File: src/rtl/motor_ctrl_pkg.sv
// motor_ctrl_pkg: shared constants for the motor control register bank.
// Address offsets, CTRL bits, AXI responses and FSM state types.
package motor_ctrl_pkg;

    localparam logic [1:0] OFF_CTRL     = 2'd0;
    localparam logic [1:0] OFF_INFO     = 2'd1;
    localparam logic [1:0] OFF_STATUS   = 2'd2;
    localparam logic [1:0] OFF_RSVD     = 2'd3;

    localparam logic [1:0] OFF_GAIN     = 2'd0;
    localparam logic [1:0] OFF_VEL_SET  = 2'd1;
    localparam logic [1:0] OFF_POS_SNAP = 2'd2;
    localparam logic [1:0] OFF_VEL_SNAP = 2'd3;

    localparam int CTRL_COMMIT   = 0;
    localparam int CTRL_SNAPSHOT = 1;

    localparam logic [1:0] RESP_OKAY   = 2'b00;
    localparam logic [1:0] RESP_SLVERR = 2'b10;

    localparam logic [15:0] INFO_MAGIC = 16'h5056;

    typedef enum logic {W_IDLE, W_RESP} wstate_e;
    typedef enum logic {R_IDLE, R_DATA} rstate_e;

    function automatic logic [31:0] apply_strb(
        input logic [31:0] old_v,
        input logic [31:0] new_v,
        input logic [3:0]  strb
    );
        logic [31:0] r;
        r = old_v;
        for (int i = 0; i < 4; i++) begin
            if (strb[i]) r[8*i +: 8] = new_v[8*i +: 8];
        end
        return r;
    endfunction

endpackage

File: src/rtl/motor_ctrl_chan_regs.sv
// motor_ctrl_chan_regs: shadow, active and snapshot registers of one
// motor channel; shadows go live on commit, feedback latched on snapshot.
module motor_ctrl_chan_regs
    import motor_ctrl_pkg::*;
#(
    parameter logic [15:0] KP_RESET = 16'h0000,
    parameter logic [15:0] KI_RESET = 16'h0000
) (
    input  logic        clk_i,
    input  logic        rst_i,
    input  logic        gain_we_i,
    input  logic        vel_we_i,
    input  logic        commit_i,
    input  logic        snapshot_i,
    input  logic [31:0] wdata_i,
    input  logic [3:0]  wstrb_i,
    input  logic [31:0] pos_i,
    input  logic [31:0] vel_i,
    output logic [31:0] gain_sh_o,
    output logic [31:0] vel_sh_o,
    output logic [31:0] pos_snap_o,
    output logic [31:0] vel_snap_o,
    output logic [15:0] kp_o,
    output logic [15:0] ki_o,
    output logic [31:0] vel_o
);

    logic [31:0] gain_sh_q, gain_sh_d;
    logic [31:0] vel_sh_q, vel_sh_d;
    logic [31:0] gain_act_q, vel_act_q;
    logic [31:0] pos_snap_q, vel_snap_q;

    always_comb begin
        gain_sh_d = gain_sh_q;
        vel_sh_d  = vel_sh_q;
        if (gain_we_i) gain_sh_d = apply_strb(gain_sh_q, wdata_i, wstrb_i);
        if (vel_we_i)  vel_sh_d  = apply_strb(vel_sh_q, wdata_i, wstrb_i);
    end

    always_ff @(posedge clk_i) begin
        if (rst_i) begin
            gain_sh_q  <= {KI_RESET, KP_RESET};
            vel_sh_q   <= '0;
            gain_act_q <= {KI_RESET, KP_RESET};
            vel_act_q  <= '0;
            pos_snap_q <= '0;
            vel_snap_q <= '0;
        end else begin
            gain_sh_q <= gain_sh_d;
            vel_sh_q  <= vel_sh_d;
            if (commit_i) begin
                gain_act_q <= gain_sh_q;
                vel_act_q  <= vel_sh_q;
            end
            if (snapshot_i) begin
                pos_snap_q <= pos_i;
                vel_snap_q <= vel_i;
            end
        end
    end

    assign gain_sh_o  = gain_sh_q;
    assign vel_sh_o   = vel_sh_q;
    assign pos_snap_o = pos_snap_q;
    assign vel_snap_o = vel_snap_q;
    assign kp_o       = gain_act_q[15:0];
    assign ki_o       = gain_act_q[31:16];
    assign vel_o      = vel_act_q;

endmodule

File: src/rtl/motor_ctrl_regs_axi.sv
// motor_ctrl_regs_axi: AXI4-Lite register bank for NUM_CH PI velocity
// loops with atomic gain/setpoint commit and coherent feedback snapshot.
module motor_ctrl_regs_axi
    import motor_ctrl_pkg::*;
#(
    parameter int          NUM_CH               = 2,
    parameter int          C_S00_AXI_DATA_WIDTH = 32,
    parameter int          C_S00_AXI_ADDR_WIDTH = 7,
    parameter logic [15:0] KP_RESET             = 16'h0000,
    parameter logic [15:0] KI_RESET             = 16'h0000
) (
    input  logic                              s00_axi_aclk,
    input  logic                              s00_axi_areset,
    input  logic [C_S00_AXI_ADDR_WIDTH-1:0]   s00_axi_awaddr,
    input  logic [2:0]                        s00_axi_awprot,
    input  logic                              s00_axi_awvalid,
    output logic                              s00_axi_awready,
    input  logic [C_S00_AXI_DATA_WIDTH-1:0]   s00_axi_wdata,
    input  logic [C_S00_AXI_DATA_WIDTH/8-1:0] s00_axi_wstrb,
    input  logic                              s00_axi_wvalid,
    output logic                              s00_axi_wready,
    output logic [1:0]                        s00_axi_bresp,
    output logic                              s00_axi_bvalid,
    input  logic                              s00_axi_bready,
    input  logic [C_S00_AXI_ADDR_WIDTH-1:0]   s00_axi_araddr,
    input  logic [2:0]                        s00_axi_arprot,
    input  logic                              s00_axi_arvalid,
    output logic                              s00_axi_arready,
    output logic [C_S00_AXI_DATA_WIDTH-1:0]   s00_axi_rdata,
    output logic [1:0]                        s00_axi_rresp,
    output logic                              s00_axi_rvalid,
    input  logic                              s00_axi_rready,
    output logic [16*NUM_CH-1:0]              kp_out,
    output logic [16*NUM_CH-1:0]              ki_out,
    output logic [32*NUM_CH-1:0]              desired_vel,
    input  logic [32*NUM_CH-1:0]              actual_pos,
    input  logic [32*NUM_CH-1:0]              actual_vel,
    output logic                              update_strobe
);

    localparam int AW = C_S00_AXI_ADDR_WIDTH;
    localparam int BW = AW - 4;

    wstate_e w_state_q, w_state_d;
    rstate_e r_state_q, r_state_d;
    logic        aw_rdy_q, aw_rdy_d, bvalid_q, bvalid_d;
    logic        ar_rdy_q, ar_rdy_d, rvalid_q, rvalid_d;
    logic [1:0]  bresp_q, bresp_d, rresp_q, rresp_d;
    logic [31:0] rdata_q, rdata_d;
    logic [15:0] commit_cnt_q, snap_cnt_q;
    logic        strobe_q;

    logic wr_hs, rd_hs, wr_ctrl, commit, snapshot;
    logic [1:0]  wr_resp, rd_resp;
    logic [31:0] rd_data;
    logic [NUM_CH-1:0] gain_sel, vel_sel;

    logic [31:0] gain_sh [NUM_CH];
    logic [31:0] vel_sh [NUM_CH];
    logic [31:0] pos_snap [NUM_CH];
    logic [31:0] vel_snap [NUM_CH];

    logic [BW-1:0] w_blk, r_blk;
    logic [1:0]    w_off, r_off;
    logic          w_glb, w_chan, r_glb, r_chan;

    assign w_blk  = s00_axi_awaddr[AW-1:4];
    assign w_off  = s00_axi_awaddr[3:2];
    assign r_blk  = s00_axi_araddr[AW-1:4];
    assign r_off  = s00_axi_araddr[3:2];
    assign w_glb  = (w_blk == '0);
    assign w_chan = !w_glb && (int'(w_blk) <= NUM_CH);
    assign r_glb  = (r_blk == '0);
    assign r_chan = !r_glb && (int'(r_blk) <= NUM_CH);

    assign wr_hs = aw_rdy_q & s00_axi_awvalid & s00_axi_wvalid;
    assign rd_hs = ar_rdy_q & s00_axi_arvalid;

    always_comb begin
        wr_ctrl  = 1'b0;
        gain_sel = '0;
        vel_sel  = '0;
        wr_resp  = RESP_SLVERR;
        unique case (1'b1)
            w_glb: begin
                if (w_off == OFF_CTRL) begin
                    wr_ctrl = s00_axi_wstrb[0];
                    wr_resp = RESP_OKAY;
                end
            end
            w_chan: begin
                for (int c = 0; c < NUM_CH; c++) begin
                    if (int'(w_blk) == c + 1) begin
                        if (w_off == OFF_GAIN) begin
                            gain_sel[c] = 1'b1;
                            wr_resp     = RESP_OKAY;
                        end
                        if (w_off == OFF_VEL_SET) begin
                            vel_sel[c] = 1'b1;
                            wr_resp    = RESP_OKAY;
                        end
                    end
                end
            end
            default: ;
        endcase
    end

    assign commit   = wr_hs & wr_ctrl & s00_axi_wdata[CTRL_COMMIT];
    assign snapshot = wr_hs & wr_ctrl & s00_axi_wdata[CTRL_SNAPSHOT];

    always_comb begin
        rd_data = '0;
        rd_resp = RESP_OKAY;
        unique case (1'b1)
            r_glb: begin
                if (r_off == OFF_INFO)
                    rd_data = {INFO_MAGIC, 8'h00, 8'(NUM_CH)};
                if (r_off == OFF_STATUS)
                    rd_data = {snap_cnt_q, commit_cnt_q};
            end
            r_chan: begin
                for (int c = 0; c < NUM_CH; c++) begin
                    if (int'(r_blk) == c + 1) begin
                        case (r_off)
                            OFF_GAIN:     rd_data = gain_sh[c];
                            OFF_VEL_SET:  rd_data = vel_sh[c];
                            OFF_POS_SNAP: rd_data = pos_snap[c];
                            default:      rd_data = vel_snap[c];
                        endcase
                    end
                end
            end
            default: rd_resp = RESP_SLVERR;
        endcase
    end

    // Ready is a registered one-cycle pulse so reset never exposes it.
    always_comb begin
        w_state_d = w_state_q;
        aw_rdy_d  = 1'b0;
        bvalid_d  = bvalid_q;
        bresp_d   = bresp_q;
        unique case (w_state_q)
            W_IDLE: begin
                aw_rdy_d = s00_axi_awvalid & s00_axi_wvalid & ~aw_rdy_q;
                if (wr_hs) begin
                    w_state_d = W_RESP;
                    bvalid_d  = 1'b1;
                    bresp_d   = wr_resp;
                end
            end
            W_RESP: begin
                if (s00_axi_bready) begin
                    w_state_d = W_IDLE;
                    bvalid_d  = 1'b0;
                end
            end
            default: ;
        endcase
    end

    always_comb begin
        r_state_d = r_state_q;
        ar_rdy_d  = 1'b0;
        rvalid_d  = rvalid_q;
        rresp_d   = rresp_q;
        rdata_d   = rdata_q;
        unique case (r_state_q)
            R_IDLE: begin
                ar_rdy_d = s00_axi_arvalid & ~ar_rdy_q;
                if (rd_hs) begin
                    r_state_d = R_DATA;
                    rvalid_d  = 1'b1;
                    rresp_d   = rd_resp;
                    rdata_d   = rd_data;
                end
            end
            R_DATA: begin
                if (s00_axi_rready) begin
                    r_state_d = R_IDLE;
                    rvalid_d  = 1'b0;
                end
            end
            default: ;
        endcase
    end

    always_ff @(posedge s00_axi_aclk) begin
        if (s00_axi_areset) begin
            w_state_q    <= W_IDLE;
            r_state_q    <= R_IDLE;
            aw_rdy_q     <= 1'b0;
            ar_rdy_q     <= 1'b0;
            bvalid_q     <= 1'b0;
            rvalid_q     <= 1'b0;
            bresp_q      <= RESP_OKAY;
            rresp_q      <= RESP_OKAY;
            rdata_q      <= '0;
            commit_cnt_q <= '0;
            snap_cnt_q   <= '0;
            strobe_q     <= 1'b0;
        end else begin
            w_state_q <= w_state_d;
            r_state_q <= r_state_d;
            aw_rdy_q  <= aw_rdy_d;
            ar_rdy_q  <= ar_rdy_d;
            bvalid_q  <= bvalid_d;
            rvalid_q  <= rvalid_d;
            bresp_q   <= bresp_d;
            rresp_q   <= rresp_d;
            rdata_q   <= rdata_d;
            strobe_q  <= commit;
            if (commit)   commit_cnt_q <= commit_cnt_q + 16'd1;
            if (snapshot) snap_cnt_q   <= snap_cnt_q + 16'd1;
        end
    end

    for (genvar c = 0; c < NUM_CH; c++) begin : g_ch
        motor_ctrl_chan_regs #(
            .KP_RESET (KP_RESET),
            .KI_RESET (KI_RESET)
        ) u_ch (
            .clk_i      (s00_axi_aclk),
            .rst_i      (s00_axi_areset),
            .gain_we_i  (wr_hs & gain_sel[c]),
            .vel_we_i   (wr_hs & vel_sel[c]),
            .commit_i   (commit),
            .snapshot_i (snapshot),
            .wdata_i    (s00_axi_wdata),
            .wstrb_i    (s00_axi_wstrb),
            .pos_i      (actual_pos[32*c +: 32]),
            .vel_i      (actual_vel[32*c +: 32]),
            .gain_sh_o  (gain_sh[c]),
            .vel_sh_o   (vel_sh[c]),
            .pos_snap_o (pos_snap[c]),
            .vel_snap_o (vel_snap[c]),
            .kp_o       (kp_out[16*c +: 16]),
            .ki_o       (ki_out[16*c +: 16]),
            .vel_o      (desired_vel[32*c +: 32])
        );
    end

    assign s00_axi_awready = aw_rdy_q;
    assign s00_axi_wready  = aw_rdy_q;
    assign s00_axi_bvalid  = bvalid_q;
    assign s00_axi_bresp   = bresp_q;
    assign s00_axi_arready = ar_rdy_q;
    assign s00_axi_rvalid  = rvalid_q;
    assign s00_axi_rresp   = rresp_q;
    assign s00_axi_rdata   = rdata_q;
    assign update_strobe   = strobe_q;

    logic unused_ok;
    assign unused_ok = ^{s00_axi_awprot, s00_axi_arprot,
                         s00_axi_awaddr[1:0], s00_axi_araddr[1:0]};

endmodule

File: config.mk
export PLATFORM = sky130hd
export DESIGN_NAME = motor_ctrl_regs_axi
export DESIGN_NICKNAME = d
export VERILOG_FILES = /design/src/rtl/motor_ctrl_pkg.sv /design/src/rtl/motor_ctrl_chan_regs.sv /design/src/rtl/motor_ctrl_regs_axi.sv
export SDC_FILE = /design/constraint.sdc
export NUM_CORES = 1
export LEC_CHECK = 0
export BUFFER_PORTS_ARGS = -buffer_cell sky130_fd_sc_hd__buf_4
export CORE_MARGIN = 5
export CORE_UTILIZATION = 40
export CTS_BUF_LIST = sky130_fd_sc_hd__clkbuf_16
export DETAILED_ROUTE_END_ITERATION = 6
export PLACE_DENSITY = 0.69
export REMOVE_ABC_BUFFERS = 1
export SLEW_MARGIN = 0
export SYNTH_ARGS = -nofsm -noshare
export SYNTH_HDL_FRONTEND = slang
export SYNTH_SLANG_ARGS = --single-unit
export TNS_END_PERCENT = 5
File: constraint.sdc
create_clock -name s00_axi_aclk -period 2 [get_ports s00_axi_aclk]
set_input_delay 0.2 -clock s00_axi_aclk [delete_from_list [all_inputs] [get_ports s00_axi_aclk]]
set_output_delay 0.2 -clock s00_axi_aclk [all_outputs]
set_load 0.02 [all_outputs]
==> results.cfg <==
[run_status]
status = completed

[route]
drcViolationCount = 0
wl_um = 66400
routedLengthMet1_um = 27700
dr.first_iter.drc_count = 1482
met3_length_um = 5170
top_layer_used = met5
vias = 18100
wl_met2_um = 31300
first_pass_iters = 6
wl_per_cell_um = 19.7
vias_per_cell = 5.37
postRouteAntennaNets = 0

[timing]
whs_ns = 0.0577
rsz0062_at_grt = false
report.final.slew_viol_count = 0
timing.final.crit_period_ns = 1.92
fin_crit_sh_pct = 95.9
setup-tns-final_ns = 0
worst_pin_slew_ns = 0.884
setup_viol = 0
hold_violations = 0
fmax_ghz = 0.521
clock_skew_ns = 0.0212
maxSlewHeadroom_pct = 41.0

[placed_design]
placed_area_mm2 = 0.0228
place_congestion = 0.837
io_buffers = 348
dp_hpwl_um = 45500

[setup_path]
crit_required_ns = 2.51
path_class = reg -> reg
crit_fanout = 11
endpoint_kind = flop
worstPathArrival_ns = 2.42
critPathLaunchType = flop

[layout]
multiInputGateArea_mm2 = 0.00898
drive_above_1_share_pct = 21.8
final_nets = 2915
ff_latch_area_mm2 = 0.00915
area_delta_synth_final_pct = 38.0
fin_area_mm2 = 0.0260
fillerInstances = 4119

[synth]
async_flop_share_pct = 0
yosysTopAreaCell = dfxtp_1
synthCells = 2220
synth_ff_type = dfxtp_1
postSynthAreaPerCell_um2 = 8.50
ys_seq_area_share_pct = 48.5
yosysWarnings = 0
ys_types = 64
synth_edf_count = 0
synth_seq_cells = 457
yosys.area.top_type_share_pct = 48.5
yosys-top-cells-area = dfxtp_1 (48%), nand2_1 (11%), a21oi_1 (8.4%), mux2i_1 (7.3%), mux4_2 (3.5%)
synth_area_mm2 = 0.0189

[floorplan]
rows = 79
start_util_pct = 40.5
die-area_mm2 = 0.0516
ios = 361
coreArea_mm2 = 0.0466
die-width_um = 227
die_h_um = 227

[clock_tree]
cts_made_buffers = 47
worstSkewPairLatency_ns = 0.59
cts_tree = yes
cts_root_buffer = clkbuf_16
clk_pin_slew_ns = 0.07
clkSinkCount = 457
htree_levels = 2
clockBufferDepth = 3

[global_route]
grt_pass1_wl_um = 101000
grt_pass1_vias = 17900
antenna_found_initial = 10
grt_usage_pct = 24.7
grt_max_degree = 170
grt_overflow = 0

[run]
drv_cap = 0

[pwr]
powerDensity_mw_per_mm2 = 748
p_leak_nw = 10.5
ir_drop_mv = 0.677
p_total_mw = 19.5

[worst_hold_path]
hold_class = in -> reg
[cell type report]
cell class	count	share of cell area, %
Clock buffer	49	4.71
Clock inverter	34	1.27
Sequential cell	457	35.1
Inverter	11	0.159
Antenna cell	6	0.0577
Multi-Input combinational cell	1577	34.5
Tap cell	607	2.92
Timing Repair Buffer	628	21.2
[synth_stat cells, drive strengths merged, types with 11 or more instances]
| cell type | instances |
|---|---|
| nor3 | 13 |
| mux2 | 17 |
| or3 | 14 |
| nand2 | 577 |
| nor2 | 151 |
| a31oi | 21 |
| a21oi | 315 |
| nand3 | 20 |
| mux4 | 29 |
| dfxtp | 457 |
| mux2i | 137 |
| nand4 | 24 |
| o21ai | 39 |
| inv | 11 |
| clkbuf | 124 |
| buf | 52 |
| or4 | 11 |
| nor3b | 11 |
| o22ai | 13 |
| nor2b | 14 |
| and2 | 16 |
[metrics by stage]
| step | instances | utilization (%) | setup slack [ns] |
|---|---|---|---|
| 2_1_floorplan | 2045 | - | -3.61 |
| 3_3_place_gp | 3115 | 49.0 | -0.205 |
| 3_5_place_dp | 3115 | 49.0 | -0.220 |
| 4_1_cts | 3363 | 55.9 | 0.0293 |
| 5_1_grt | 3368 | 55.9 | 0.00120 |
| 6_report | 3369 | 55.9 | 0.0822 |
[sequential cells by signal (all words and copies together) (netlist names), 16 cells and up]
name,cells
commit_cnt_q,16
g_ch.u_ch.vel_o,64
g_ch.u_ch.gain_sh_o,64
s00_axi_rdata,32
g_ch.u_ch.pos_snap_o,64
g_ch.u_ch.vel_sh_o,64
g_ch.u_ch.vel_snap_o,64
snap_cnt_q,16
g_ch.u_ch.gain_act_q,64
[timing repair]
item                                    CTS  global route
gates cloned                              0             0
endpoints found under the setup margin    3            78
hold endpoints to repair                262             0
hold buffers                            165             0
resized for setup                         1             2
setup buffers                             0             0
[layer usage]
metal	vias to the layer above	GRT usage (%)
met4	10	8.22
met3	137	6.05
met1	8649	31.7
met5	-	0
met2	640	41.0
li1	8649	-
[power breakdown]
part | total, mW | leakage, nW | internal, mW | switching [mW]
logic | 1.32 | 6.00 | 0.652 | 0.670
registers | 9.12 | 3.68 | 9.11 | 0.00754
clock network | 9.05 | 0.805 | 5.31 | 3.73
total | 19.5 | 10.5 | 15.1 | 4.41
[kinds of logic after synthesis]
family	synth area share (%)
adder cells (fa/ha/maj)	0.133
flip-flops	48.5
multiplexers	11.7
AO/OA/AOI/OAI	14.8
other	0.0199
XOR/XNOR	0.279
buffers and inverters	4.05
AND/OR/NAND/NOR	20.4
[critical path, cell delays in order (launching register included)]
cell,delay (ns)
dfxtp_1,0.33
buf_4,0.15
and4b_2,0.33
nand4_1,0.11
buf_4,0.20
or4_1,0.54
a21oi_1,0.17
[cell usage in the layout (no fill, tap or decap), types with 14 or more instances in the layout]
| master | instances |
|---|---|
| a21oi_1 | 315 |
| clkbuf_16 | 49 |
| a31oi_1 | 21 |
| nor2_1 | 150 |
| nand2_1 | 577 |
| mux4_2 | 29 |
| mux2i_1 | 137 |
| nor2b_1 | 14 |
| dfxtp_1 | 457 |
| buf_4 | 430 |
| nand3_1 | 20 |
| mux2_2 | 16 |
| dlygate4sd3_1 | 165 |
| nand4_1 | 24 |
| or3_1 | 14 |
| and2_1 | 16 |
| inv_1 | 21 |
| o21ai_0 | 39 |
| buf_12 | 31 |
[final timing paths]
check	from	end	slack, ns	depth (start not counted)
worst max register to register	s00_axi_awready$_SDFF_PP0_	commit_cnt_q[12]$_SDFFE_PP0P_	0.08	6
worst min register to register	g_ch[0].u_ch.pos_snap_o[30]$_SDFFE_PP0P_	g_ch[0].u_ch.pos_snap_o[30]$_SDFFE_PP0P_	0.45	2
worst max-delay path	s00_axi_awready$_SDFF_PP0_	commit_cnt_q[12]$_SDFFE_PP0P_	0.08	6
worst min-delay path	s00_axi_araddr[4]	s00_axi_rdata[17]$_SDFFE_PP0P_	0.06	3
Power figures use the tool's default switching activity.
